`src/rtl/axis_frame_sequencer_pkg.sv`:
```
// Shared types and constants for the frame sequencer slice.
//   in_pixel_t   : 3 x 8-bit pixel carried on the stream
//   seq_state_t  : sequencer FSM encoding (visible to benches)
//   cfg_valid()  : run configuration legality check
package axis_frame_sequencer_pkg;

    localparam int unsigned PIX_W = 24;
    localparam int unsigned MAX_W = 4096;
    localparam int unsigned MAX_H = 4096;
    localparam int unsigned DIM_W = 13;
    localparam int unsigned FRM_W = 16;

    typedef struct packed {
        logic [7:0] ch2;
        logic [7:0] ch1;
        logic [7:0] ch0;
    } in_pixel_t;

    typedef enum logic [1:0] {
        IDLE  = 2'd0,
        RUN   = 2'd1,
        FLUSH = 2'd2,
        DONE  = 2'd3
    } seq_state_t;

    // A run needs a non-empty raster inside the supported size and at least one frame.
    function automatic logic cfg_valid(
        input logic [DIM_W-1:0] w,
        input logic [DIM_W-1:0] h,
        input logic [FRM_W-1:0] f
    );
        return (w != '0) && (w <= DIM_W'(MAX_W)) &&
               (h != '0) && (h <= DIM_W'(MAX_H)) &&
               (f != '0);
    endfunction

endpackage

```
`src/rtl/axis_frame_sequencer_if.sv`:
```
// AXI4-Stream pixel bundle.
//   tdata  : pixel payload
//   tvalid : source has a beat
//   tready : sink takes the beat
//   tuser  : start of frame
//   tlast  : end of line
// master drives payload/valid/user/last; slave is the pixel-input view
// and only uses data/valid/ready.
interface axis_frame_sequencer_if;

    axis_frame_sequencer_pkg::in_pixel_t tdata;
    logic                                tvalid;
    logic                                tready;
    logic                                tuser;
    logic                                tlast;

    modport master (
        output tdata,
        output tvalid,
        output tuser,
        output tlast,
        input  tready
    );

    modport slave (
        input  tdata,
        input  tvalid,
        output tready
    );

endinterface

```
`src/rtl/axis_frame_sequencer_raster.sv`:
```
// Raster position tracker for the frame sequencer.
//   clk, rst_n      : clock, synchronous active-low reset
//   clr             : restart position and frame statistics for a new run
//   acc             : one pixel accepted this cycle
//   cfg_w/h/f       : latched raster width, height and frame count
//   sof_c/eol_c     : current position is first pixel of frame / last of line
//   eof_c           : current position is last pixel of frame
//   last_frame_c    : current frame is the final one of the run
//   frames_done     : completed frames since the last clr
module axis_raster_counter
    import axis_frame_sequencer_pkg::*;
(
    input  logic             clk,
    input  logic             rst_n,
    input  logic             clr,
    input  logic             acc,
    input  logic [DIM_W-1:0] cfg_w,
    input  logic [DIM_W-1:0] cfg_h,
    input  logic [FRM_W-1:0] cfg_f,
    output logic             sof_c,
    output logic             eol_c,
    output logic             eof_c,
    output logic             last_frame_c,
    output logic [FRM_W-1:0] frames_done
);

    logic [DIM_W-1:0] x_q;
    logic [DIM_W-1:0] y_q;
    logic [FRM_W-1:0] frm_q;

    // Position flags describe the pixel that the next accept will carry.
    assign sof_c        = (x_q == '0) && (y_q == '0);
    assign eol_c        = (x_q == cfg_w - DIM_W'(1));
    assign eof_c        = eol_c && (y_q == cfg_h - DIM_W'(1));
    assign last_frame_c = (frm_q == cfg_f - FRM_W'(1));

    // x/y/frame counters advance only on accepted beats.
    always_ff @(posedge clk) begin
        if (!rst_n || clr) begin
            x_q         <= '0;
            y_q         <= '0;
            frm_q       <= '0;
            frames_done <= '0;
        end else if (acc) begin
            if (eol_c) begin
                x_q <= '0;
                if (eof_c) begin
                    y_q         <= '0;
                    frm_q       <= frm_q + FRM_W'(1);
                    frames_done <= frames_done + FRM_W'(1);
                end else begin
                    y_q <= y_q + DIM_W'(1);
                end
            end else begin
                x_q <= x_q + DIM_W'(1);
            end
        end
    end

endmodule

```
`src/rtl/axis_frame_sequencer.sv`:
```
// Frame sequencer for the image-processing pixel path: runs cfg_frames
// frames of cfg_width x cfg_height pixels per start, tagging SOF/EOL,
// through a single registered output stage.
//   aclk, aresetn          : clock, synchronous active-low reset
//   cfg_width/height/frames: run configuration, sampled on a valid start
//   start                  : single-cycle run request (honoured in IDLE only)
//   busy                   : run in progress (RUN or FLUSH)
//   done                   : one-cycle pulse when the run has fully drained
//   err_cfg                : one-cycle pulse when a start is rejected
//   frames_done            : frames fully accepted in the current/last run
//   s_axis                 : pixel input stream
//   m_axis                 : pixel output stream with tuser=SOF, tlast=EOL
module axis_frame_sequencer
    import axis_frame_sequencer_pkg::*;
(
    input  logic                          aclk,
    input  logic                          aresetn,
    input  logic [DIM_W-1:0]              cfg_width,
    input  logic [DIM_W-1:0]              cfg_height,
    input  logic [FRM_W-1:0]              cfg_frames,
    input  logic                          start,
    output logic                          busy,
    output logic                          done,
    output logic                          err_cfg,
    output logic [FRM_W-1:0]              frames_done,
    axis_frame_sequencer_if.slave         s_axis,
    axis_frame_sequencer_if.master        m_axis
);

    seq_state_t       state_q;
    seq_state_t       state_nxt;
    logic             cfg_load_c;
    logic             err_nxt;

    logic [DIM_W-1:0] cfg_w_q;
    logic [DIM_W-1:0] cfg_h_q;
    logic [FRM_W-1:0] cfg_f_q;

    in_pixel_t        m_tdata_q;
    logic             m_tvalid_q;
    logic             m_tuser_q;
    logic             m_tlast_q;

    logic             s_tready_c;
    logic             acc_c;
    logic             sof_c;
    logic             eol_c;
    logic             eof_c;
    logic             last_frame_c;

    // Take a pixel only while running and the output stage can hold it.
    assign s_tready_c   = (state_q == RUN) && (!m_tvalid_q || m_axis.tready);
    assign acc_c        = s_axis.tvalid && s_tready_c;
    assign s_axis.tready = s_tready_c;

    assign m_axis.tdata  = m_tdata_q;
    assign m_axis.tvalid = m_tvalid_q;
    assign m_axis.tuser  = m_tuser_q;
    assign m_axis.tlast  = m_tlast_q;

    axis_raster_counter u_raster (
        .clk          (aclk),
        .rst_n        (aresetn),
        .clr          (cfg_load_c),
        .acc          (acc_c),
        .cfg_w        (cfg_w_q),
        .cfg_h        (cfg_h_q),
        .cfg_f        (cfg_f_q),
        .sof_c        (sof_c),
        .eol_c        (eol_c),
        .eof_c        (eof_c),
        .last_frame_c (last_frame_c),
        .frames_done  (frames_done)
    );

    // State register plus status outputs registered from the next state.
    always_ff @(posedge aclk) begin
        if (!aresetn) begin
            state_q <= IDLE;
            busy    <= 1'b0;
            done    <= 1'b0;
            err_cfg <= 1'b0;
        end else begin
            state_q <= state_nxt;
            busy    <= (state_nxt == RUN) || (state_nxt == FLUSH);
            done    <= (state_nxt == DONE);
            err_cfg <= err_nxt;
        end
    end

    // Next-state logic.
    always_comb begin
        state_nxt  = state_q;
        cfg_load_c = 1'b0;
        err_nxt    = 1'b0;
        case (state_q)
            IDLE: begin
                if (start) begin
                    if (cfg_valid(cfg_width, cfg_height, cfg_frames)) begin
                        state_nxt  = RUN;
                        cfg_load_c = 1'b1;
                    end else begin
                        err_nxt = 1'b1;
                    end
                end
            end
            RUN: begin
                if (acc_c && eof_c && last_frame_c) begin
                    state_nxt = FLUSH;
                end
            end
            FLUSH: begin
                // Wait for the final beat to leave the output stage.
                if (!m_tvalid_q || m_axis.tready) begin
                    state_nxt = DONE;
                end
            end
            DONE: begin
                state_nxt = IDLE;
            end
            default: begin
                state_nxt = IDLE;
            end
        endcase
    end

    // Run configuration is frozen at the accepted start.
    always_ff @(posedge aclk) begin
        if (!aresetn) begin
            cfg_w_q <= '0;
            cfg_h_q <= '0;
            cfg_f_q <= '0;
        end else if (cfg_load_c) begin
            cfg_w_q <= cfg_width;
            cfg_h_q <= cfg_height;
            cfg_f_q <= cfg_frames;
        end
    end

    // Output stage: a new accept overwrites a draining beat without a bubble;
    // contents hold while stalled.
    always_ff @(posedge aclk) begin
        if (!aresetn) begin
            m_tdata_q  <= '0;
            m_tvalid_q <= 1'b0;
            m_tuser_q  <= 1'b0;
            m_tlast_q  <= 1'b0;
        end else if (acc_c) begin
            m_tdata_q  <= s_axis.tdata;
            m_tvalid_q <= 1'b1;
            m_tuser_q  <= sof_c;
            m_tlast_q  <= eol_c;
        end else if (m_axis.tready) begin
            m_tvalid_q <= 1'b0;
        end
    end

endmodule

```
`src/flat_wrapper.sv`:
```
// flat-port wrapper written by rule: the top's interface ports become plain ports
module axis_frame_sequencer_flat import axis_frame_sequencer_pkg::*;
  (aclk, aresetn, cfg_width, cfg_height, cfg_frames, start, busy, done, err_cfg, frames_done, s_axis_tdata, s_axis_tvalid, s_axis_tready, m_axis_tdata, m_axis_tvalid, m_axis_tuser, m_axis_tlast, m_axis_tready);
  axis_frame_sequencer_if s_axis_i ();
  axis_frame_sequencer_if m_axis_i ();
  input  logic aclk;
  input  logic aresetn;
  input  logic [DIM_W-1:0] cfg_width;
  input  logic [DIM_W-1:0] cfg_height;
  input  logic [FRM_W-1:0] cfg_frames;
  input  logic start;
  output logic busy;
  output logic done;
  output logic err_cfg;
  output logic [FRM_W-1:0] frames_done;
  input wire logic [$bits(s_axis_i.tdata)-1:0] s_axis_tdata;
  input wire logic [$bits(s_axis_i.tvalid)-1:0] s_axis_tvalid;
  output wire logic [$bits(s_axis_i.tready)-1:0] s_axis_tready;
  output wire logic [$bits(m_axis_i.tdata)-1:0] m_axis_tdata;
  output wire logic [$bits(m_axis_i.tvalid)-1:0] m_axis_tvalid;
  output wire logic [$bits(m_axis_i.tuser)-1:0] m_axis_tuser;
  output wire logic [$bits(m_axis_i.tlast)-1:0] m_axis_tlast;
  input wire logic [$bits(m_axis_i.tready)-1:0] m_axis_tready;
  assign s_axis_i.tdata = s_axis_tdata;
  assign s_axis_i.tvalid = s_axis_tvalid;
  assign s_axis_tready = s_axis_i.tready;
  assign m_axis_tdata = m_axis_i.tdata;
  assign m_axis_tvalid = m_axis_i.tvalid;
  assign m_axis_tuser = m_axis_i.tuser;
  assign m_axis_tlast = m_axis_i.tlast;
  assign m_axis_i.tready = m_axis_tready;
  axis_frame_sequencer u_core (.aclk(aclk), .aresetn(aresetn), .cfg_width(cfg_width), .cfg_height(cfg_height), .cfg_frames(cfg_frames), .start(start), .busy(busy), .done(done), .err_cfg(err_cfg), .frames_done(frames_done), .s_axis(s_axis_i), .m_axis(m_axis_i));
endmodule
```
`config.mk`:
```
export PLATFORM = sky130hd
export DESIGN_NAME = axis_frame_sequencer_flat
export DESIGN_NICKNAME = d
export VERILOG_FILES = /design/src/rtl/axis_frame_sequencer_pkg.sv /design/src/rtl/axis_frame_sequencer_if.sv /design/src/rtl/axis_frame_sequencer_raster.sv /design/src/rtl/axis_frame_sequencer.sv /design/src/flat_wrapper.sv
export SDC_FILE = /design/constraint.sdc
export NUM_CORES = 1
export LEC_CHECK = 0
export ABC_AREA = 1
export CORE_ASPECT_RATIO = 0.75
export CORE_UTILIZATION = 40
export DETAILED_ROUTE_END_ITERATION = 12
export HOLD_SLACK_MARGIN = 0.05
export PLACE_DENSITY = 0.64
export SYNTH_ARGS = -nofsm -noshare
export SYNTH_HDL_FRONTEND = slang
export SYNTH_SLANG_ARGS = --single-unit
export TNS_END_PERCENT = 30
```
`constraint.sdc`:
```
create_clock -name aclk -period 2.2 [get_ports aclk]
set_clock_uncertainty 0.05 [all_clocks]
set_input_delay 0.44 -clock aclk [delete_from_list [all_inputs] [get_ports aclk]]
set_output_delay 0.44 -clock aclk [all_outputs]
set_load 0.05 [all_outputs]
```
Word level (Yosys, flattened, before mapping)
Cells that the tools add are included.
- output and inout bits: 47
- input bits: 71
- word-level logic and storage cells: 73
- register bits after elaboration: 132
- $add $sub $neg: 7
- $lt $le $gt $ge: 2
- muxes and demuxes: 13
- equal/unequal tests: 9
- reduce and logical (&&, ||, !) cells: 25
- operators with widths (kind ; count):
    adder 16 x 1 -> 16 bit, second input constant ; 2
    adder 13 x 1 -> 13 bit, second input constant ; 2
    == test 13 bit ; 2
    less-or-equal comparator 13 bit, second input constant ; 2
    zero test 13 bit ; 2
    2-to-1 mux 13 bit ; 2
    nonzero test 13 bit ; 2
    subtractor 13 x 1 -> 13 bit, second input constant ; 2
    == test 16 bit ; 1
    nonzero test 16 bit ; 1
    subtractor 16 x 1 -> 16 bit, second input constant ; 1
    logical AND 1 bit ; 10
    == test 2 bit, second input constant ; 4
    2-to-1 mux 2 bit ; 4
    one-hot mux 2 bit (4 select lines) ; 1
    2-to-1 mux 1 bit ; 6
    AND reduction 3 bit ; 2
    == test 2 x 1 -> 1 bit, second input constant ; 2
    logical OR 1 bit ; 3
    zero test 1 bit ; 2
    zero test 2 bit ; 1
    AND reduction 2 bit ; 1
    nonzero test 2 bit ; 1

Logic depth before layout (Yosys ltp)
Gate-level depths: netlist (run 1).
- depth in word-level cells: 10
- gate-level depth with buffers: 20
- mapped depth without buffers: 19

By module
A second synthesis (run 1) with hierarchy kept.
- cells, all modules: 1364
- area, all modules: 8605.8 um^2
- modules (own cells, without submodules) (module ; cells an instance ; times used ; area an instance (um^2) ; sequential area each (um^2)):
    axis_raster_counter ; 904 ; 1 ; 5446.5 ; 1161.1
    axis_frame_sequencer ; 460 ; 1 ; 3159.3 ; 1481.4

Worst setup path before layout (run 1)
OpenSTA, ideal clock, no wires.
- path kind: flip-flop to flip-flop
- start point: register u_core.m_tvalid_q (netlist: u_core.m_axis.tvalid)
- end point: register u_core.busy
- period minus slack after synthesis: 2.654 ns
- library setup time: 0.109 ns
- buffers on the path: 2
- slack: -0.454 ns
- cell stages (with the launch flop): 15
- required time: 2.041 ns
- arrival: 2.495 ns
- path through: dfxtp_1 > inv_1 > nor2_1 > nor2_1 > nand2_1 > inv_1 > buf_2 > nand3_4 > buf_6 > nor2_1 > nor2_1 > inv_1 > ha_1 > nand2_1 > inv_1
- longest elaborated chain between the ends: 10
- elaborated cells on any way between the ends: 12
- classes of those cells: eq/ne: 2; mux: 3; reduce/logical: 7
- ends and longest elaborated chain (what ; line ; RTL):
    start: declaration ; axis_frame_sequencer.sv:40 ; logic m_tvalid_q;
    start signal: assignment ; axis_frame_sequencer.sv:145 ; m_tvalid_q <= 1'b0;
    start signal: assignment ; axis_frame_sequencer.sv:150 ; m_tvalid_q <= 1'b1;
    start signal: assignment ; axis_frame_sequencer.sv:154 ; m_tvalid_q <= 1'b0;
    zero test 1 bit (*) ; axis_frame_sequencer.sv:52 ; assign s_tready_c = (state_q == RUN) && (!m_tvalid_q || m_axis.tready);
    logical OR 1 bit (*) ; axis_frame_sequencer.sv:52 ;
    logical AND 1 bit (*) ; axis_frame_sequencer.sv:52 ;
    named net s_axis_tready ; flat_wrapper.sv:18 ; output wire logic [$bits(s_axis_i.tready)-1:0] s_axis_tready;
    logical AND 1 bit (*) ; axis_frame_sequencer.sv:53 ; assign acc_c = s_axis.tvalid && s_tready_c;
    logical AND 1 bit (*) (2 in a row) ; axis_frame_sequencer.sv:108 ; if (acc_c && eof_c && last_frame_c) begin
    2-to-1 mux 2 bit (*) ; axis_frame_sequencer.sv:108 ;
    one-hot mux 2 bit (4 select lines) (*) ; axis_frame_sequencer.sv:96 ; case (state_q)
    == test 2 x 1 -> 1 bit / == test 2 bit (equally long branches) ; axis_frame_sequencer.sv:85 ; busy <= (state_nxt == RUN) || (state_nxt == FLUSH);
    logical OR 1 bit (*) ; axis_frame_sequencer.sv:85 ;
    end signal: assignment ; axis_frame_sequencer.sv:85 ;
    end: declaration ; axis_frame_sequencer.sv:22 ; output logic busy,
Mark *: on every way through the listed nets, which the timed path passes. The rest lies on a longest branch.
A chain may end at the register's enable or synchronous reset.

Worst setup path after layout (run 1)
- start point: register u_core.cfg_w_q[1]
- end point: register u_core.busy
- longest elaborated chain between the ends: 9
- elaborated cells on any way between the ends: 10
- classes of those cells: add/sub: 1; eq/ne: 3; mux: 2; reduce/logical: 4
- ends and longest elaborated chain (what ; line ; RTL):
    start: declaration ; axis_frame_sequencer.sv:35 ; logic [DIM_W-1:0] cfg_w_q;
    start signal: assignment ; axis_frame_sequencer.sv:134 ; cfg_w_q <= cfg_width;
    subtractor 13 x 1 -> 13 bit (*) ; axis_frame_sequencer_raster.sv:33 ; assign eol_c = (x_q == cfg_w - DIM_W'(1));
    == test 13 bit (*) ; axis_frame_sequencer_raster.sv:33 ;
    logical AND 1 bit (*) ; axis_frame_sequencer_raster.sv:34 ; assign eof_c = eol_c && (y_q == cfg_h - DIM_W'(1));
    logical AND 1 bit (*) (2 in a row) ; axis_frame_sequencer.sv:108 ;
    2-to-1 mux 2 bit (*) ; axis_frame_sequencer.sv:108 ;
    one-hot mux 2 bit (4 select lines) (*) ; axis_frame_sequencer.sv:96 ;
    named net u_core.state_nxt[0] ; axis_frame_sequencer.sv:31 ; seq_state_t state_nxt;
    == test 2 x 1 -> 1 bit / == test 2 bit (equally long branches) ; axis_frame_sequencer.sv:85 ;
    logical OR 1 bit (*) ; axis_frame_sequencer.sv:85 ;
Marks and branches as above.

==> key figures, run 1 <==
Clock tree
  – H-tree Lvls: 4
  – Root buf cell: clkbuf_16
  – CTS tree: built
  – Clock Sink Count: around 130
  – Clock-pin slew on the worst setup and hold paths: roughly 0.060 ns
  – Max Buffers Root-to-Sink: 2
  – Later-pin clock latency in the skew report: about 0.43 ns
  – Cts bufs inserted: 17

Timing
  – Final period util: 110%
  – Final Setup Violations: between 50 and 60
  – Final Hold Fails: 0
  – Slew headroom: 40.0%
  – Final min period: ~2.4 ns
  – F_max: 413 MHz
  – RSZ-0062 raised after global routing: yes
  – Measured slew at the worst slew-check pin: a little under 0.9 ns
  – Worst Slack Setup Final: -0.221 ns
  – Pins Over Slew Limit: 0

Pwr
  – Power Density: roughly 570 nW/um^2
  – Worst vdd ir: between 0.0003 and 0.0004 V
  – Leak: 5.00 nW

Placement
  – Total placed cells including tap cells: ~1700
  – DP HPWL: 16900 um
  – Pre-CTS WS: -0.512 ns
  – Gpl congestion: slightly below 1
  – Buffers on Ports: between 100 and 150

Logic synthesis
  – Syn avg cell area: 6.42 sq um
  – Cells after Synth: between 1000 and 1500
  – Fraction of the yosys area taken by sequential cells: 34.5%
  – Number of synthesized flops with an enable pin: 0
  – Syn nets: ~1300
  – Most frequent cell after synthesis: nand2_1
  – Mapped Area: approximately 7700 sq um
  – Top cell type's share of synthesized area: 34.5%
  – Top cells by area, synth: dfxtp_1 34%, nand2_1 16%, inv_1 7.0%
  – #FFs+latches synth: 132
  – Async SR Flop Fraction: 0%
  – Top post-synthesis cells by count: 318 x nand2_1, 142 x inv_1, 141 x nor2_1
  – Ys flop type: dfxtp_1
  – Post-synth top area cell: dfxtp_1
  – YS warnings: 0
  – Distinct cell type count after synthesis: 34

Die
  – Die ar.: ~20000 sq um
  – Core ar.: roughly 19000 sq um
  – Chip Height: approximately 120 um
  – Die X: 162 um
  – Num ports: 118
  – Rows: 43
  – Initial Utilization: about two fifths

Finish
  – # nets final: 1545
  – End-of-flow core utilization: 62.7%
  – Layout cells sized above 1: roughly a quarter
  – Antenna diodes: 0
  – Synthesis-to-layout area growth: 52.3%
  – # fillers: around 1700
  – Final Non-Filler Cells: 1724

Setup path
  – R2r setup slk: -0.22 ns
  – WS Path Type: register to register
  – Data arrival, critical path: between 2 and 3 ns
  – R2R depth: 18
  – CP max FO: 4
  – CP required: 2.47 ns
  – Worst Setup EP: u_core.busy$_SDFF_PN0_
  – CP Launch Type: register
  – Crit end category: register
  – Reg2reg start: u_core.cfg_w_q[1]$_SDFFE_PN0P_
  – Worst Setup SP: u_core.cfg_w_q[1]$_SDFFE_PN0P_
  – Reg2reg end: u_core.busy$_SDFF_PN0_

GRT
  – Grt ovf: 0
  – Largest net degree at the start of global routing: slightly below 50
  – First-pass GRT wire length: 38100 um
  – Initial antenna violation count: 0
  – Vias in the first global route: 7843
  – Total GRT Usage: 24.4%

Drt
  – DR DRC count: 0
  – DRT antenna net count: 0
  – Routed len/inst: approximately 14 um
  – Routed WL: about 24000 um
  – Post-DR vias/cell: 4.97
  – Vias: around 8600
  – DRT iter0 DRCs: 641
  – First-pass iteration count of the detailed router: 5

Min path
  – Worst Hold Class: register to register

Status
  – Violated checks: negative setup slack
  – Status: finished, violations left

Run
  – Max cap viols: 0
==> cell families after synthesis <==
group | count (synthesis) | share of synthesized area, %
AO/OA/AOI/OAI | 169 | 11.2
XOR/XNOR | 62 | 7.27
adder cells (fa/ha/maj) | 10 | 1.63
buffers and inverters | 190 | 9.82
flip-flops | 132 | 34.5
AND/OR/NAND/NOR | 631 | 35.6
==> per-stage QoR <==
stage                     instance area (sq um)  hold WS (ns)  TNS (ns)  power, W
after floorplan                            7690         0.405   -0.0676   0.00322
after global placement                    10200         0.399    -41.30   0.00373
after detailed placement                  10200         0.405    -41.27   0.00375
after CTS                                 11100         0.414     -3.73   0.00654
after global routing                      11700         0.422    -12.97   0.00689
final                                     11700         0.412     -5.14   0.00660
==> routing by layer <==
metal  GRT usage (%)  wire length, um  vias to the layer above
li1                -                -                     4373
met1            33.0            11500                     3910
met2            37.2            10400                      261
met3            7.25             2000                       24
met4            7.84              327                        0
met5               0                0                        -
==> sequential cells by signal, indices dropped and copies added, names as in the netlist, 2 cells and up <==
register,cells
u_core.u_raster.frm_q,16
u_core.u_raster.frames_done,16
u_core.cfg_w_q,13
u_core.state_q,2
u_core.u_raster.y_q,13
u_core.cfg_f_q,16
u_core.cfg_h_q,13
u_core.m_axis.tdata,24
u_core.u_raster.x_q,13
==> worst max-delay path, stage by stage (launching register included) <==
cell,delay [ns]
dfxtp_2,0.34
inv_2,0.05
ha_4,0.27
inv_2,0.04
nand2_2,0.06
nand2_2,0.06
nor2_4,0.09
nand2_1,0.05
nor2_1,0.14
nand3_1,0.11
nor2_2,0.10
nand2_2,0.08
nor2_4,0.12
nand3_4,0.11
o21bai_2,0.19
nand2_1,0.08
ha_2,0.27
nand2_1,0.06
inv_1,0.03
==> layout make-up <==
| type | count | area [sq um] | area share (%) |
|---|---|---|---|
| inverter | 150 | 586 | 5.02 |
| timing repair buffer | 290 | 2690 | 23.0 |
| tap | 247 | 309 | 2.65 |
| clock inverter | 14 | 131 | 1.13 |
| timing repair inverter | 1 | 6.26 | 0.0536 |
| clock buffer | 18 | 429 | 3.68 |
| sequential | 132 | 2650 | 22.7 |
| multi-input combinational | 872 | 4870 | 41.7 |
==> how the worst min path moves through the flow <==
stage                                                    from                                  end  slack, ns  depth (start not counted)
after floorplan               u_core.cfg_h_q[10]$_SDFFE_PN0P_      u_core.cfg_h_q[10]$_SDFFE_PN0P_       0.41                          2
after global placement    u_core.m_axis.tdata[7]$_SDFFE_PN0P_  u_core.m_axis.tdata[7]$_SDFFE_PN0P_       0.40                          2
after detailed placement  u_core.m_axis.tdata[8]$_SDFFE_PN0P_  u_core.m_axis.tdata[8]$_SDFFE_PN0P_       0.40                          2
after CTS                 u_core.m_axis.tdata[8]$_SDFFE_PN0P_  u_core.m_axis.tdata[8]$_SDFFE_PN0P_       0.41                          2
after global routing      u_core.m_axis.tdata[9]$_SDFFE_PN0P_  u_core.m_axis.tdata[9]$_SDFFE_PN0P_       0.42                          2
final                     u_core.m_axis.tdata[9]$_SDFFE_PN0P_  u_core.m_axis.tdata[9]$_SDFFE_PN0P_       0.41                          2
==> placed cells by master, fill, tap and decap left out, types with 5 or more instances in the layout <==
cell type,instances
nand2_1,281
buf_4,148
inv_1,127
dfxtp_1,123
nor2_1,118
clkdlybuf4s50_1,109
a21oi_1,77
o21ai_0,53
nand3_1,47
xor2_1,42
nand2_2,36
nand4_1,33
nor3_1,22
a21oi_2,20
nor2_2,19
xnor2_1,19
inv_2,18
clkbuf_16,18
nor2_4,17
nand3_2,15
nor4_1,15
buf_6,14
o21ai_2,9
buf_12,9
dfxtp_2,9
o21ai_1,6
ha_1,6
nand2_4,5
clkinv_4,5
==> repair_timing <==
| item | 4_1_cts | 5_1_grt |
|---|---|---|
| setup buffers | 9 | 13 |
| pin swaps | 29 | 41 |
| endpoints found under the setup margin | 64 | 109 |
| resized for setup | 63 | 152 |
| hold buffers | 0 | 0 |
| gates cloned | 3 | 2 |
==> power by group <==
| part | switching, W | total [W] | internal (W) | leakage, nW |
|---|---|---|---|---|
| Combinational | 0.000720 | 0.00135 | 0.000633 | 3.66 |
| Clock | 0.00118 | 0.00274 | 0.00156 | 0.263 |
| Sequential | 0.0000553 | 0.00250 | 0.00245 | 1.07 |
Power figures use the tool's default switching activity.
==> run 2: changes to the inputs <==
--- a/config.mk
+++ b/config.mk
@@ -9,6 +9,7 @@
 export CORE_ASPECT_RATIO = 0.75
 export CORE_UTILIZATION = 40
 export DETAILED_ROUTE_END_ITERATION = 12
+export GPL_TIMING_DRIVEN = 0
 export HOLD_SLACK_MARGIN = 0.05
 export PLACE_DENSITY = 0.64
 export SYNTH_ARGS = -nofsm -noshare
==> run 2 against run 1 <==
The flow still finishes with violations (negative setup slack). Clock-buffer cell count is the same. Via count is 4.6% lower. Die area unchanged. Critical endpoint unchanged. Global-route usage rose by 0.38 points. Combinational power fell by 16%. Routed wire length decreased by 0.64%.
==> key figures, run 2 (same netlist as run 1, synthesis figures left out) <==
Die
  – Chip Height: around 120 um
  – Initial Utilization: between 40 and 50%
  – Die X: roughly 160 um
  – Num ports: about 120
  – Rows: 43
  – Die ar.: between 15000 and 20000 sq um
  – Core ar.: ~19000 sq um

Placement
  – Placed cell area: 9170 sq um
  – DP HPWL: about 18000 um
  – Gpl congestion: around 0.91
  – Buffers on Ports: 117

Pwr
  – Overall power: about 0.0063 W
  – Leak: 4.29 nW
  – Power Density: 613 nW/um^2
  – Worst vdd ir: 0.000343 V

Finish
  – # nets final: 1435
  – Most frequent cells in the layout: 307 x nand2_1, 132 x inv_1, 126 x dfxtp_1
  – Area taken by multi-input logic gates: approximately 4600 sq um
  – Most common cell after layout, fill and taps aside: nand2_1
  – Synthesis-to-layout area growth: 35.0%
  – Layout cells sized above 1: about 13%
  – Register Area: roughly 2700 sq um
  – Antenna diodes: 0
  – Final Cell Area: 10300 sq um
  – # fillers: about 1900
  – Number of flip-flops in the largest register: 24

Drt
  – Post-DR vias/cell: about 5.1
  – Routed WL: about 24000 um
  – DRT iter0 DRCs: around 590
  – DRT antenna net count: 0
  – Vias: just over 8000
  – DR DRC count: 0
  – Routed len/inst: ~15 um
  – First-pass iteration count of the detailed router: 6

Clock tree
  – Clock Sink Count: between 100 and 150
  – Later-pin clock latency in the skew report: 0.42 ns
  – # hold bufs at CTS: 0
  – Cts bufs inserted: 17
  – Clock-pin slew on the worst setup and hold paths: 0.06 ns
  – Root buf cell: clkbuf_16
  – CTS tree: built
  – H-tree Lvls: 4
  – Max Buffers Root-to-Sink: 2

GRT
  – Total GRT Usage: 24.8%
  – Largest net degree at the start of global routing: 17
  – First-pass GRT wire length: 38100 um
  – Initial antenna violation count: 0
  – Vias in the first global route: around 7500
  – Grt ovf: 0

Setup path
  – Crit end category: register
  – CP max FO: 4
  – Largest stage delay on the critical path: around 0.35 ns
  – Crit-path cells: inv_4, ha_4, inv_2, nand2_1, nand2_1, nor2_2, nand2_1, nor2_1, nand3_1, nor2_2, nand2_2, nor2_4, nand3_4, buf_6, nor2_4, nor2_2, inv_2, ha_4, nand2_2, inv_1
  – WS Path Type: register to register
  – Cell family with most CP delay: simple AND/OR/NAND/NOR gates
  – CP Buf/Inv Count: 5
  – Data arrival, critical path: 2.75 ns
  – CP max-delay cell: dfxtp_2
  – CP Launch Type: register
  – CP required: ~2.5 ns

Timing
  – Final period util: 113%
  – Worst Slack Setup Final: -0.284 ns
  – Pins Over Slew Limit: 0
  – RSZ-0062 raised after global routing: yes
  – Final Setup Violations: 65
  – Final min period: between 2 and 2.5 ns
  – Slew headroom: ~50%
  – F_max: slightly above 400 MHz
  – Final Hold Fails: 0
  – Measured slew at the worst slew-check pin: between 0.7 and 0.8 ns

Run
  – Max cap viols: 0

Min path
  – Worst Hold Class: input port to register

Status
  – Status: finished, violations left
  – Violated checks: negative setup slack
==> run 2: cell count changes in the layout (fill, tap and decap cells not counted), sizes merged <==
cell	delta
clkbuf	+20
clkinvlp	-1
inv	-1
buf	-131
clkinv	-1
clkdlybuf4s50	-3
dlygate4sd2	+5
==> run 2: worst reg2reg max path: stages, from the launching register on <==
cell     delay [ns]
dfxtp_2        0.35
inv_4          0.05
ha_4           0.27
inv_2          0.03
nand2_1        0.05
nand2_1        0.05
nor2_2         0.13
nand2_1        0.07
nor2_1         0.12
nand3_1        0.10
nor2_2         0.12
nand2_2        0.08
nor2_4         0.15
nand3_4        0.10
buf_6          0.15
nor2_4         0.07
nor2_2         0.05
inv_2          0.07
ha_4           0.19
nand2_2        0.07
inv_1          0.04
==> run 2: path summary, 6_finish.rpt <==
check,slack [ns],startpoint,to,cells past startpoint
min reg2reg,0.41,u_core.m_axis.tdata[9]$_SDFFE_PN0P_,u_core.m_axis.tdata[9]$_SDFFE_PN0P_,2
max reg2reg,-0.28,u_core.cfg_w_q[0]$_SDFFE_PN0P_,u_core.busy$_SDFF_PN0_,20
min,0.35,cfg_width[0],u_core.cfg_w_q[0]$_SDFFE_PN0P_,3
max,-0.28,u_core.cfg_w_q[0]$_SDFFE_PN0P_,u_core.busy$_SDFF_PN0_,20
==> run 2: per-stage QoR <==
| stage | worst slack [ns] | cells | setup TNS, ns | util [%] | hold slack [ns] |
|---|---|---|---|---|---|
| after floorplan | -0.0676 | 1194 | -0.0676 | - | 0.405 |
| final | -0.284 | 1612 | -7.94 | 55.6 | 0.351 |
| after detailed placement | -1.49 | 1558 | -118.38 | 49.3 | 0.405 |
| after global routing | -0.441 | 1612 | -17.26 | 55.6 | 0.382 |
| after CTS | -0.234 | 1602 | -3.76 | 54.0 | 0.414 |
| after global placement | -1.46 | 1558 | -120.07 | 49.3 | 0.400 |
==> run 2: metal layers <==
| layer | vias up | share of wire, % | GRT usage (%) |
|---|---|---|---|
| li1 | 4151 | - | - |
| met1 | 3741 | 49 | 34.9 |
| met2 | 258 | 41 | 36.9 |
| met3 | 21 | 9.1 | 7.01 |
| met4 | 0 | 1.1 | 6.60 |
| met5 | - | 0 | 0 |
==> run 2: area by class of cell <==
cell class	count	area share [%]
buffer	40	2.55
tap	247	2.99
sequential	132	25.6
inverter	150	5.66
clock buffer	18	4.25
multi-input combinational	872	44.8
timing repair buffer	141	13.1
clock inverter	12	1.04
==> run 2: power by group <==
group / leakage [nW] / total, W / switching, W / internal [W]
Combinational: 2.95 / 0.00113 / 0.000675 / 0.000459
Clock: 0.264 / 0.00269 / 0.00112 / 0.00157
Sequential: 1.07 / 0.00251 / 0.0000569 / 0.00245
Total: 4.29 / 0.00633 / 0.00186 / 0.00448
==> run 2: repair_timing <==
| action | 4_1_cts | 5_1_grt |
|---|---|---|
| buffers inserted | 14 | 7 |
| resized for setup | 81 | 74 |
| endpoints found under the hold margin | 0 | 0 |
| pin swaps | 20 | 25 |
| setup endpoints to repair | 108 | 108 |
| gates cloned | 0 | 3 |
==> run 3: changes to the inputs <==
--- a/config.mk
+++ b/config.mk
@@ -9,7 +9,7 @@
 export CORE_ASPECT_RATIO = 0.75
 export CORE_UTILIZATION = 40
 export DETAILED_ROUTE_END_ITERATION = 12
-export GPL_TIMING_DRIVEN = 0
+export GPL_TIMING_DRIVEN = 1
 export HOLD_SLACK_MARGIN = 0.05
 export PLACE_DENSITY = 0.64
 export SYNTH_ARGS = -nofsm -noshare
==> results of run 3 <==
No change in the layout: final DEF, timing and power equal those of run 1.
